## src/rtl/mc_controller.sv

```systemverilog
// mc_controller: multicycle FSM control unit for the ARMv4-subset core.
// Optional performance counters are enabled with `define MC_PERF_CNT_EN.
module mc_controller #(
    parameter int MAX_WAIT  = 15,
    parameter int CNT_WIDTH = 32
) (
    input  logic       clock,
    input  logic       reset_n,
    input  logic [3:0] cond,
    input  logic [1:0] op,
    input  logic [5:0] funct,
    input  logic [3:0] rd,
    input  logic [3:0] aluflags,
    input  logic       mem_ready,
    output logic       mem_req,
    output logic       adrsrc,
    output logic       irwrite,
    output logic       pcwrite,
    output logic       memwrite,
    output logic       regwrite,
    output logic       alusrca,
    output logic [1:0] alusrcb,
    output logic [1:0] resultsrc,
    output logic [1:0] immsrc,
    output logic [1:0] regsrc,
    output logic [1:0] alucontrol,
    output logic       fault
`ifdef MC_PERF_CNT_EN
    ,
    output logic [CNT_WIDTH-1:0] instret,
    output logic [CNT_WIDTH-1:0] cycles
`endif
);

    typedef enum logic [3:0] {
        S_FETCH,
        S_DECODE,
        S_MEMADR,
        S_MEMRD,
        S_MEMWB,
        S_MEMWR,
        S_EXECR,
        S_EXECI,
        S_ALUWB,
        S_BRANCH,
        S_FAULT
    } state_t;

    state_t     state_q, state_d;
    logic [3:0] flags_q, flags_d;
    logic [7:0] wait_q, wait_d;

    logic       n_f, z_f, c_f, v_f;
    logic       cond_ex;
    logic       cmd_ok;
    logic       is_cmp;
    logic       is_logic;
    logic [1:0] alu_op;
    logic       acc_c;

    assign {n_f, z_f, c_f, v_f} = flags_q;
    assign acc_c = (state_q == S_FETCH) || (state_q == S_MEMRD) ||
                   (state_q == S_MEMWR);

    always_comb begin
        cond_ex = 1'b0;
        unique case (cond)
            4'b0000: cond_ex = z_f;
            4'b0001: cond_ex = !z_f;
            4'b0010: cond_ex = c_f;
            4'b0011: cond_ex = !c_f;
            4'b0100: cond_ex = n_f;
            4'b0101: cond_ex = !n_f;
            4'b0110: cond_ex = v_f;
            4'b0111: cond_ex = !v_f;
            4'b1000: cond_ex = c_f && !z_f;
            4'b1001: cond_ex = !c_f || z_f;
            4'b1010: cond_ex = (n_f == v_f);
            4'b1011: cond_ex = (n_f != v_f);
            4'b1100: cond_ex = !z_f && (n_f == v_f);
            4'b1101: cond_ex = z_f || (n_f != v_f);
            4'b1110: cond_ex = 1'b1;
            default: cond_ex = 1'b0;
        endcase
    end

    always_comb begin
        alu_op   = 2'b00;
        cmd_ok   = 1'b1;
        is_cmp   = 1'b0;
        is_logic = 1'b0;
        unique case (funct[4:1])
            4'b0100: alu_op = 2'b00;
            4'b0010: alu_op = 2'b01;
            4'b0000: begin
                alu_op   = 2'b10;
                is_logic = 1'b1;
            end
            4'b1100: begin
                alu_op   = 2'b11;
                is_logic = 1'b1;
            end
            4'b1010: begin
                alu_op = 2'b01;
                is_cmp = 1'b1;
            end
            default: cmd_ok = 1'b0;
        endcase
    end

    always_comb begin
        state_d = state_q;
        flags_d = flags_q;
        wait_d  = wait_q;
        unique case (state_q)
            S_FETCH:  if (mem_ready) state_d = S_DECODE;
            S_DECODE: begin
                if (!cond_ex) begin
                    state_d = S_FETCH;
                end else begin
                    unique case (op)
                        2'b01:   state_d = S_MEMADR;
                        2'b10:   state_d = S_BRANCH;
                        2'b00:   state_d = funct[5] ? S_EXECI : S_EXECR;
                        default: state_d = S_FETCH;
                    endcase
                end
            end
            S_MEMADR: state_d = funct[0] ? S_MEMRD : S_MEMWR;
            S_MEMRD:  if (mem_ready) state_d = S_MEMWB;
            S_MEMWR:  if (mem_ready) state_d = S_FETCH;
            S_EXECR, S_EXECI: begin
                // Logical ops leave C and V as they were.
                if (cmd_ok && (funct[0] || is_cmp)) begin
                    flags_d = is_logic ? {aluflags[3:2], flags_q[1:0]}
                                       : aluflags;
                end
                state_d = (cmd_ok && !is_cmp) ? S_ALUWB : S_FETCH;
            end
            S_MEMWB, S_ALUWB, S_BRANCH: state_d = S_FETCH;
            S_FAULT:  state_d = S_FAULT;
            default:  state_d = S_FETCH;
        endcase

        if (acc_c && !mem_ready) begin
            if (wait_q == 8'(MAX_WAIT - 1)) begin
                state_d = S_FAULT;
            end else begin
                wait_d = wait_q + 8'd1;
            end
        end else begin
            wait_d = '0;
        end
        if (state_d != state_q) wait_d = '0;
    end

    always_ff @(posedge clock or negedge reset_n) begin
        if (!reset_n) begin
            state_q <= S_FETCH;
            flags_q <= '0;
            wait_q  <= '0;
        end else begin
            state_q <= state_d;
            flags_q <= flags_d;
            wait_q  <= wait_d;
        end
    end

    always_comb begin
        mem_req    = 1'b0;
        adrsrc     = 1'b0;
        irwrite    = 1'b0;
        pcwrite    = 1'b0;
        memwrite   = 1'b0;
        regwrite   = 1'b0;
        alusrca    = 1'b0;
        alusrcb    = 2'b00;
        resultsrc  = 2'b00;
        immsrc     = 2'b00;
        regsrc     = 2'b00;
        alucontrol = 2'b00;
        fault      = 1'b0;
        unique case (state_q)
            S_FETCH: begin
                mem_req   = 1'b1;
                alusrca   = 1'b1;
                alusrcb   = 2'b10;
                resultsrc = 2'b10;
                irwrite   = mem_ready;
                pcwrite   = mem_ready;
            end
            S_DECODE: begin
                alusrca = 1'b1;
                alusrcb = 2'b10;
                regsrc  = 2'b01;
            end
            S_MEMADR: begin
                alusrcb = 2'b01;
                immsrc  = 2'b01;
            end
            S_MEMRD: begin
                mem_req = 1'b1;
                adrsrc  = 1'b1;
            end
            S_MEMWR: begin
                mem_req  = 1'b1;
                adrsrc   = 1'b1;
                regsrc   = 2'b10;
                memwrite = mem_ready;
            end
            S_MEMWB: begin
                resultsrc = 2'b01;
                regwrite  = 1'b1;
                pcwrite   = (rd == 4'hF);
            end
            S_EXECR: alucontrol = alu_op;
            S_EXECI: begin
                alusrcb    = 2'b01;
                alucontrol = alu_op;
            end
            S_ALUWB: begin
                regwrite = 1'b1;
                pcwrite  = (rd == 4'hF);
            end
            S_BRANCH: begin
                alusrcb   = 2'b01;
                immsrc    = 2'b10;
                resultsrc = 2'b10;
                pcwrite   = 1'b1;
            end
            S_FAULT: fault = 1'b1;
            default: fault = 1'b0;
        endcase

        // Outputs drop the moment reset asserts, not at the next edge.
        if (!reset_n) begin
            mem_req    = 1'b0;
            adrsrc     = 1'b0;
            irwrite    = 1'b0;
            pcwrite    = 1'b0;
            memwrite   = 1'b0;
            regwrite   = 1'b0;
            alusrca    = 1'b0;
            alusrcb    = 2'b00;
            resultsrc  = 2'b00;
            immsrc     = 2'b00;
            regsrc     = 2'b00;
            alucontrol = 2'b00;
            fault      = 1'b0;
        end
    end

`ifdef MC_PERF_CNT_EN
    logic [CNT_WIDTH-1:0] cycles_q;
    logic [CNT_WIDTH-1:0] instret_q;

    always_ff @(posedge clock or negedge reset_n) begin
        if (!reset_n) begin
            cycles_q  <= '0;
            instret_q <= '0;
        end else begin
            if (state_q != S_FAULT) begin
                cycles_q <= cycles_q + CNT_WIDTH'(1);
            end
            if ((state_d == S_FETCH) && (state_q != S_FETCH)) begin
                instret_q <= instret_q + CNT_WIDTH'(1);
            end
        end
    end

    assign cycles  = cycles_q;
    assign instret = instret_q;
`endif

endmodule

```

## config.mk

```make
export PLATFORM = sky130hd
export DESIGN_NAME = mc_controller
export DESIGN_NICKNAME = d
export VERILOG_FILES = /design/src/rtl/mc_controller.sv
export SDC_FILE = /design/constraint.sdc
export NUM_CORES = 1
export LEC_CHECK = 0
export CAP_MARGIN = 10
export CORE_MARGIN = 3
export CORE_UTILIZATION = 35
export DETAILED_ROUTE_END_ITERATION = 10
export GPL_ROUTABILITY_DRIVEN = 1
export HOLD_SLACK_MARGIN = 0.15
export PLACE_DENSITY = 0.66
export SYNTH_ARGS = -nofsm -noshare
export SYNTH_HDL_FRONTEND = slang
export SYNTH_SLANG_ARGS = --single-unit
```

## constraint.sdc

```tcl
create_clock -name clock -period 2.3 [get_ports clock]
set_clock_uncertainty 0.05 [all_clocks]
set_input_delay 0.46 -clock clock [delete_from_list [all_inputs] [get_ports clock]]
set_output_delay 0.46 -clock clock [all_outputs]
set_load 0.02 [all_outputs]
```

==> summary.md <==
| Metric | Value |
|---|---|
| Unique cell type count in the Yosys netlist | 52 |
| Placed Cells | 271 |
| CP startpoint kind | input port |
| Status | completed |
| H-tree levels | 1 |
| Count of final setup violators | 0 |
| Post-Syn Nets | 192 |
| Drt drc | 0 |
| Vias per inst | 5.167 |
| Min-Delay Path Class | register to register |
| Die area | 0.004674 mm2 |
| I/O pin cnt | 41 |
| Register Area | 401.6 um2 |
| Post-synthesis async set-or-reset flop share | 1.000 |
| P per Cell Area | 900.4 mW/mm2 |
| Final WL | 3681 um |
| First-pass iteration count of the detailed router | 6 |
| TritonCTS clock tree | yes |
| Largest net degree at the start of global routing | 17 |
| Total grt overflow | 0 |
| Pleak | 0.9181 nW |
| Crit share post-route | 0.9757 |
| Cells after Synth | 167 |
| Setup crit end kind | output pin |
| Layout Cells excl Fill | 275 |
| RSZ-0062 raised after global routing | no |
| Sequential share of the synthesized area | 0.2941 |
| Die width | 68.37 um |
| CTS sink count | 16 |
| # diodes | 0 |
| Clock root buffer master | clkbuf_8 |
| Fmax | 445.6 MHz |
| Global placer's final weighted congestion | 0.7997 |
| Max Slew Vio Count | 0 |
| Max cap viols | 0 |
| Initial antenna violation count | 0 |
| Reg2Reg Setup Slack | 0.24 ns |
| Reg clk slew, reported paths | 0.06 ns |
| Area of the multi-input gates | 895.9 um2 |
| Main synth FF type | dfrtp_1 |
| Starting DRC count in detailed routing | 59 |
| Starting Density | 0.3663 |
| Hpwl dp | 3044 um |
| Core Region | 0.003716 mm2 |
| Clock buffer depth | 2 |
| Slew margin rel. | 0.6457 |
| Routed Antenna Nets | 0 |
| Util after Layout | 0.5330 |
| Met2 routed WL | 1816 um |
| Clock Latency Late Sink | 0.26 ns |
| Top sig layer | met4 |
| Hold_ws | 0.5132 ns |
| CP Class | input port to output pin |
| Worst-Margin Slew | 0.5265 ns |
| Die Y | 68.37 um |
| IO buf count | 40 |
| Final worst path period need | 2.244 ns |
| Row cnt | 22 |
| Syn avg cell area | 8.152 um2 |
| Crit path DAT | 1.73 ns |
| # fillers | 361 |
| Num CTS Buffers | 3 |
| Area delta synth->final | 45.50% |
| Vias | 1,421 |
| Net count, final | 253 |
| Met1 Routed Length | 1569 um |
| Setup Fix Bufs, Post-CTS | 0 |
| VDD IR max | 0.0003931 V |
| WL/cell | 13.39 um |
| Global-route wire length before repair | 5920 um |
| EDFF count, synth | 0 |
| Hold Violations, Final | 0 |
| CP Max Fanout | 4 |
| Yosys reg bits | 16 |
| Vias in the first global route | 1,356 |
| Post-synthesis cell area | 0.001361 mm2 |
| CP required | 1.79 ns |
| Share of layout cells above drive strength 1 | 0.2159 |
| Yosys warnings | 0 |
| WL met3 | 214 um |
| GRT Resource Usage Total | 0.1663 |
## cells in the mapped netlist, types with 4 or more instances
| master | n | share of area |
|---|---|---|
| nand3b_1 | 4 | 0.022 |
| o21ai_0 | 6 | 0.022 |
| nand3_1 | 5 | 0.018 |
| xnor2_1 | 4 | 0.026 |
| nor3_1 | 5 | 0.018 |
| inv_1 | 4 | 0.011 |
| buf_2 | 5 | 0.018 |
| or3_1 | 4 | 0.018 |
| a21oi_1 | 9 | 0.033 |
| nor2_1 | 25 | 0.069 |
| dfrtp_1 | 16 | 0.29 |
| nand2b_1 | 6 | 0.028 |
| o21ai_1 | 4 | 0.015 |
| nor2b_1 | 4 | 0.018 |
| nand2_1 | 9 | 0.025 |
| xor2_1 | 5 | 0.032 |
## final timing paths
check	startpoint	to	cells past startpoint
worst max-delay path	reset_n	regwrite	5
worst min-delay path	wait_q[7]$_DFFE_PN0P_	wait_q[7]$_DFFE_PN0P_	2
worst max register to register	wait_q[4]$_DFFE_PN0P_	wait_q[1]$_DFFE_PN0P_	6
worst min register to register	wait_q[7]$_DFFE_PN0P_	wait_q[7]$_DFFE_PN0P_	2
max in group asynchronous	reset_n	state_q[1]$_DFF_PN0_	3
min in group asynchronous	reset_n	wait_q[2]$_DFFE_PN0P_	3
## flip-flops by register name, indices dropped and copies added (netlist names)
| signal | flops |
|---|---|
| flags_q | 4 |
| wait_q | 8 |
| state_q | 4 |
## per-layer routing
metal / vias to the layer above / global-route usage
met3: 7 / 0.03120
met4: 0 / 0.06948
met1: 656 / 0.1942
met5: - / 0
met2: 38 / 0.2948
li1: 720 / -
## through the flow
step	instance area [um2]	total power [mW]	setup TNS, ns	setup WS [ns]
global placement	1964	1.564	-3.676	-0.3055
global route	1981	1.921	0	0.001051
CTS	1994	1.796	0	0.01298
floorplan	1368	1.145	0	0.03099
detailed placement	1964	1.594	-3.766	-0.3733
finish	1981	1.783	0	0.05594
## cell families (layout without fill, tap and decap cells)
group,Yosys count,count (layout),synth area share
and+or+nand+nor,83,83,0.3419
AOI/OAI and AO/OA,35,35,0.1737
DFF,16,16,0.2941
buffers and inverters,15,75,0.05422
xor gates and xnor gates,9,9,0.05790
muxes,7,7,0.05974
adders and majority gates,2,2,0.01838
## report_power, final
part	switching [mW]	internal, mW
clock network	0.101	0.152
logic	0.548	0.523
registers	0.108	0.352
## area by class of cell
| class | instances | area share |
|---|---|---|
| clock buffer | 4 | 0.02780 |
| tap | 48 | 0.03032 |
| inverter | 6 | 0.01137 |
| sequential | 16 | 0.2028 |
| multi-input combinational | 136 | 0.4523 |
| timing repair buffer | 65 | 0.2754 |
## worst max-delay path, stage by stage
cell	delay, ns
clkdlybuf4s50_1	0.54
buf_4	0.15
and3_1	0.18
buf_4	0.11
clkdlybuf4s15_1	0.29
## layout by cell type, fill, tap and decap left out, types with 3 or more instances in the layout
cell type        Yosys  final
nand3b_1             4      4
xor2_1               5      5
nand2_1              9      9
nor3_1               5      5
clkdlybuf4s50_1      0     21
a21oi_1              9      9
nor2b_1              4      3
clkbuf_2             0      4
clkdlybuf4s15_1      0      3
and2_1               3      3
or3_1                4      4
inv_1                4      4
o21ai_1              4      4
xnor2_1              4      4
and4_1               3      3
nor2_1              25     25
buf_4                1     25
dfrtp_1             16     15
nand2b_1             6      6
nand3_1              5      5
nor3b_1              3      3
o21ai_0              6      6
mux2_1               3      3
nand4_1              3      3
dlygate4sd2_1        0     10
clkbuf_8             0      4
## repair_timing
action,in CTS,in global routing
hold buffers,0,0
gates resized for setup,24,15
endpoints found under the setup margin,18,8
(Power assumes the default switching activity.)
==> variant 1 (same settings) <==
Encoding of `state_t`: now one-hot (11 bits for 11 states).
--- a/src/rtl/mc_controller.sv
+++ b/src/rtl/mc_controller.sv
@@ -33,16 +33,16 @@
 );
 
-    typedef enum logic [3:0] {
-        S_FETCH,
-        S_DECODE,
-        S_MEMADR,
-        S_MEMRD,
-        S_MEMWB,
-        S_MEMWR,
-        S_EXECR,
-        S_EXECI,
-        S_ALUWB,
-        S_BRANCH,
-        S_FAULT
+    typedef enum logic [10:0] {
+        S_FETCH  = 11'b00000000001,
+        S_DECODE = 11'b00000000010,
+        S_MEMADR = 11'b00000000100,
+        S_MEMRD  = 11'b00000001000,
+        S_MEMWB  = 11'b00000010000,
+        S_MEMWR  = 11'b00000100000,
+        S_EXECR  = 11'b00001000000,
+        S_EXECI  = 11'b00010000000,
+        S_ALUWB  = 11'b00100000000,
+        S_BRANCH = 11'b01000000000,
+        S_FAULT  = 11'b10000000000
     } state_t;
 
Formal check against the unedited RTL: no difference found for any inputs over 10 cycles, from zero or initial values and one cycle with reset_n low; not proved beyond that.
==> variant 1 against the unedited design <==
  * The run now ends with negative setup slack left
  * Area after synthesis rose by 20%
  * Combinational power fell by 13%
  * Routed wire length rose by 35%
  * Worst setup slack got worse by 0.43 ns
  * Register-to-register slack got worse by 0.18 ns
  * Power fell by 6.5%
  * Cell area rose by 43%
  * Core utilization rose by 11 points
  * Global-route usage rose by 2.5 points
  * Sequential cell count rose by 7
  * Sequential power rose by 5.2%
  * Clock power barely moved
  * Largest power group unchanged
==> variant 1: results (changes against the unedited design) <==
{| class="wikitable"
! Metric !! Value
|-
| Status || finished with violations (was finished, final reports clean)
|-
| Violated checks || negative setup slack
|-
| WHS Endpoint || wait_q[0] (was wait_q[7])
|-
| Routed vias || 1837 (was 1421)
|-
| Combinational power || 930 uW (was 1070 uW)
|-
| Fraction of final layout cells with drive strength greater than 1 || 43.9% (was 21.6%)
|-
| Post-placement worst setup slack || -0.609 ns (was -0.373 ns)
|-
| Met3 wire len || 224 um (was 214 um)
|-
| Largest net degree at the start of global routing || 31 (was 17)
|-
| Largest driver fanout on the critical path || 2 (was 4)
|-
| Worst-case register-to-register setup slack || 0.06 ns (was 0.24 ns)
|-
| Critical path's top delay family || simple AND/OR/NAND/NOR gates (was buffers and inverters)
|-
| Min setup slack post-route || -0.375 ns (was 0.0559 ns)
|-
| Worst Setup EP || alucontrol[1] (was regwrite)
|-
| Routability Congestion || 0.929 (was 0.800)
|-
| CP max-delay cell || or4_4 (was clkdlybuf4s50_1)
|-
| Final setup violation count || 17 (was 0)
|-
| Cell total after placement || 335 (was 271)
|-
| Clk pwr || 254 uW (was 253 uW)
|-
| P_leak || 0.00129 uW (was 0.000918 uW)
|-
| Ranking of synthesized cells by area || dfrtp_1, nor2_1, xor2_1 (was dfrtp_1, nor2_1, a21oi_1)
|-
| P_sw || 592 uW (was 756 uW)
|-
| Total half-perimeter wirelength after legalization and detailed placement || 3740 um (was 3040 um)
|-
| Met1 Track Usage GR || 27.3% (was 19.4%)
|-
| Mapped Avg Cell Area || 8.46 um^2 (was 8.15 um^2)
|-
| Detailed-routing iteration count for the pre-antenna-repair pass || 4 (was 6)
|-
| Top cells by count, synth || nor2_1, dfrtp_1, nand3_1, nor3_1, and3_1 (was nor2_1, dfrtp_1, a21oi_1, nand2_1)
|-
| Largest vdd supply drop || 268 uV (was 393 uV)
|-
| Startpoint of the worst-slack reg-to-reg timing path || state_q[7] (was wait_q[4])
|-
| Depth of the worst register-to-register path || 5 (was 6)
|-
| Cell count of the worst hold path || 1 (was 2)
|-
| Worst min-delay path startpoint || wait_q[0] (was wait_q[7])
|-
| Arrival time of data at the critical path endpoint || 2.17 ns (was 1.73 ns)
|-
| Count of distinct cell types in the synthesized netlist || 49 (was 52)
|-
| Total wire length after detailed routing || 4990 um (was 3680 um)
|-
| Proportion of synthesized chip area in sequential cells || 35.3% (was 29.4%)
|-
| Number of gates resized after cts || 124 (was 24)
|-
| GRT Util Overall || 19.2% (was 16.6%)
|-
| Post-CTS Setup Repair Bufs || 5 (was 0)
|-
| Switch share || 35.5% (was 42.4%)
|-
| Met1 wire length || 2330 um (was 1570 um)
|-
| Headroom to the max-slew limit || 75.3% (was 64.6%)
|-
| Top Registers || state_q (11), wait_q (8), flags_q (4) (was wait_q (8), flags_q (4), state_q (4))
|-
| GR met3 Demand/Resource || 2.43% (was 3.12%)
|}
## variant 1: final cells by class
type | instances | area (um^2) | area share [%]
multi-input cells | 161 | 1220 | 43.0
flip-flops and latches | 23 | 579 | 20.4
clock buffers | 3 | 41.3 | 1.45
clock inverters | 1 | 7.51 | 0.264
inverters | 4 | 15.0 | 0.529
repair buffers | 104 | 910 | 32.0
well taps | 52 | 65.1 | 2.29
## variant 1: logic make-up after synthesis
| group | share of synthesized area [%] |
|---|---|
| AOI/OAI and AO/OA | 12.1 |
| xor gates and xnor gates | 5.36 |
| adders and majority gates | 1.53 |
| buffers and inverters | 2.38 |
| DFF | 35.3 |
| muxes | 3.29 |
| and+or+nand+nor | 40.0 |
## variant 1: through the flow
step                hold slack [ns]  instance area [um^2]  TNS, ns
global route                  0.536                  2840    -5.21
global placement              0.469                  2540    -8.27
floorplan                     0.114                  1700   -0.221
finish                        0.492                  2840    -3.75
detailed placement            0.475                  2540    -8.53
CTS                           0.487                  2730    -3.43
==> variant 2 (same settings) <==
Made on the original files. Build with the macro `MC_PERF_CNT_EN` defined.
--- a/src/rtl/mc_controller.sv
+++ b/src/rtl/mc_controller.sv
@@ -1,4 +1,6 @@
 // mc_controller: multicycle FSM control unit for the ARMv4-subset core.
 // Optional performance counters are enabled with `define MC_PERF_CNT_EN.
+`define MC_PERF_CNT_EN
+
 module mc_controller #(
     parameter int MAX_WAIT  = 15,
Behaviour (old outputs only; new: cycles and instret): unchanged (Yosys induction, for registers that start in step).
==> variant 2 against the unedited design <==
  * The run now ends with negative setup slack left
  * Combinational power increased to 3.5 times the old value
  * Sequential cell count is 64 higher
  * Area after synthesis increased to 3.2 times the old value
  * Worst setup slack got worse by 0.48 ns
  * Routed wire length increased to 3.3 times the old value
  * Power rose to 4.0 times the old value
  * Cell area rose to 3.5 times the old value
  * Highest routed layer unchanged
==> variant 2: results (changes against the unedited design) <==
{| class="wikitable"
! Metric !! Value
|-
| Status || finished with violations (was finished, final reports clean)
|-
| Violated checks || negative setup slack
|-
| GR met3 Demand/Resource || 3.70% (was 3.12%)
|-
| Fraction of final layout cells with drive strength greater than 1 || 26.0% (was 21.6%)
|-
| Number of global-route vias before repair || 4178 (was 1356)
|-
| Number of buffers added on ports || 104 (was 40)
|-
| CP max-delay cell || a2111o_1 (was clkdlybuf4s50_1)
|-
| Total wire length after detailed routing || 12200 um (was 3680 um)
|-
| Detailed-route vias per instance || 5.15 (was 5.17)
|-
| Met2 GRT Util || 30.0% (was 29.5%)
|-
| Hold Crit Class || in -> async (was reg -> reg)
|-
| First-pass GRT wire length || 20300 um (was 5920 um)
|-
| Post-placement worst setup slack || -1.06 ns (was -0.373 ns)
|-
| Deepest level of the CTS H-tree || 3 (was 1)
|-
| Transition time at the pin with the least slew margin || 0.529 ns (was 0.527 ns)
|-
| Launch point of the worst path || flags_q[0] (was reset_n)
|-
| Largest vdd supply drop || 742 uV (was 393 uV)
|-
| Total number of nets in the final design || 642 (was 253)
|-
| DRT iter0 DRCs || 278 (was 59)
|-
| Routability Congestion || 0.891 (was 0.800)
|-
| Largest driver fanout on the critical path || 16 (was 4)
|-
| Aggregate negative setup slack || -11.16 ns (was 0 ns)
|-
| Routed vias || 4061 (was 1421)
|-
| Cell total after placement || 764 (was 271)
|-
| Num CTS Buffers || 9 (was 3)
|-
| Min setup slack post-route || -0.422 ns (was 0.0559 ns)
|-
| Largest net degree at the start of global routing || 41 (was 17)
|-
| Longest individual stage delay on the worst path || 0.48 ns (was 0.54 ns)
|-
| Final setup violation count || 32 (was 0)
|-
| Detailed-routing iteration count for the pre-antenna-repair pass || 4 (was 6)
|-
| Mapped Avg Cell Area || 9.78 um^2 (was 8.15 um^2)
|-
| CTS root buffer || clkbuf_16 (was clkbuf_8)
|-
| Met1 Track Usage GR || 22.5% (was 19.4%)
|-
| Critical path's top delay family || compound AO/OA/AOI/OAI gates (was buffers and inverters)
|-
| Fill cell instance count of the final layout || 1060 (was 361)
|-
| Synthesized net count || 475 (was 192)
|-
| Ranking of synthesized cells by area || dfrtp_1, xor2_1, xnor2_1 (was dfrtp_1, nor2_1, a21oi_1)
|-
| Count of distinct cell types in the synthesized netlist || 51 (was 52)
|-
| GRT Util Overall || 17.5% (was 16.6%)
|}
-- variant 2: path summary, 6_finish.rpt --
| kind | to | slack, ns | cells past startpoint |
|---|---|---|---|
| max | instret[1] | -0.42 | 8 |
| max reg2reg | instret[1] | -0.42 | 8 |
| min | cycles[27] | 0.15 | 2 |
| min reg2reg | cycles[31] | 0.43 | 1 |
| max in group asynchronous | instret[0] | 1.54 | 3 |
| min in group clock | cycles[31] | 0.43 | 1 |
-- variant 2: stage by stage --
stage | power, uW | utilization, % | cell area (um^2)
after CTS | 6970 | 56.0 | 6780
after detailed placement | 4740 | 51.0 | 6170
after global routing | 7420 | 56.8 | 6880
final | 7050 | 56.8 | 6880
after floorplan | 3510 | - | 4510
after global placement | 4690 | 51.0 | 6170
-- variant 2: worst reg2reg max path: stages, from the launching register on --
cell and delay (ns):
dfrtp_1 0.41, xor2_2 0.21, nor3_1 0.06, o311a_1 0.34, or3_4 0.40, a2111o_1 0.48, buf_12 0.21, nor2_4 0.14
mux2_4 0.30
-- variant 2: cell families after synthesis --
kind of cell / count (synthesis) / synth area share [%]
and+or+nand+nor: 210 / 27.1
DFF: 80 / 45.7
xor gates and xnor gates: 69 / 13.8
AOI/OAI and AO/OA: 42 / 6.69
buffers and inverters: 33 / 3.14
muxes: 10 / 2.46
adders and majority gates: 4 / 1.14
-- variant 2: report_power, final --
group	internal, uW	switching (uW)
combinational	1710	2040
clock	895	564
sequential	1620	217
total	4230	2820
-- variant 2: final cells by class --
type                       instances  area (um^2)  share of cell area, %
multi-input combinational        335         2640                   38.3
clock buffer                      11          253                   3.67
sequential                        80         2010                   29.1
timing repair buffer             177         1680                   24.4
tap                              168          210                   3.05
clock inverter                     5         55.1                  0.800
inverter                          12         45.0                  0.654
-- variant 2: what timing repair did --
action / 4_1_cts / 5_1_grt
cloned: 4 / 0
endpoints found under the hold margin: 0 / 0
endpoints found under the setup margin: 51 / 53
pin swaps: 19 / 13
setup buffers: 2 / 2
resized for setup: 71 / 37
-- variant 2: per-layer routing --
| metal | wire length (um) | share of wire, % |
|---|---|---|
| met1 | 5330 | 44 |
| met2 | 6250 | 51 |
| met4 | 210 | 1.7 |
| met3 | 421 | 3.4 |
| met5 | 0 | 0 |
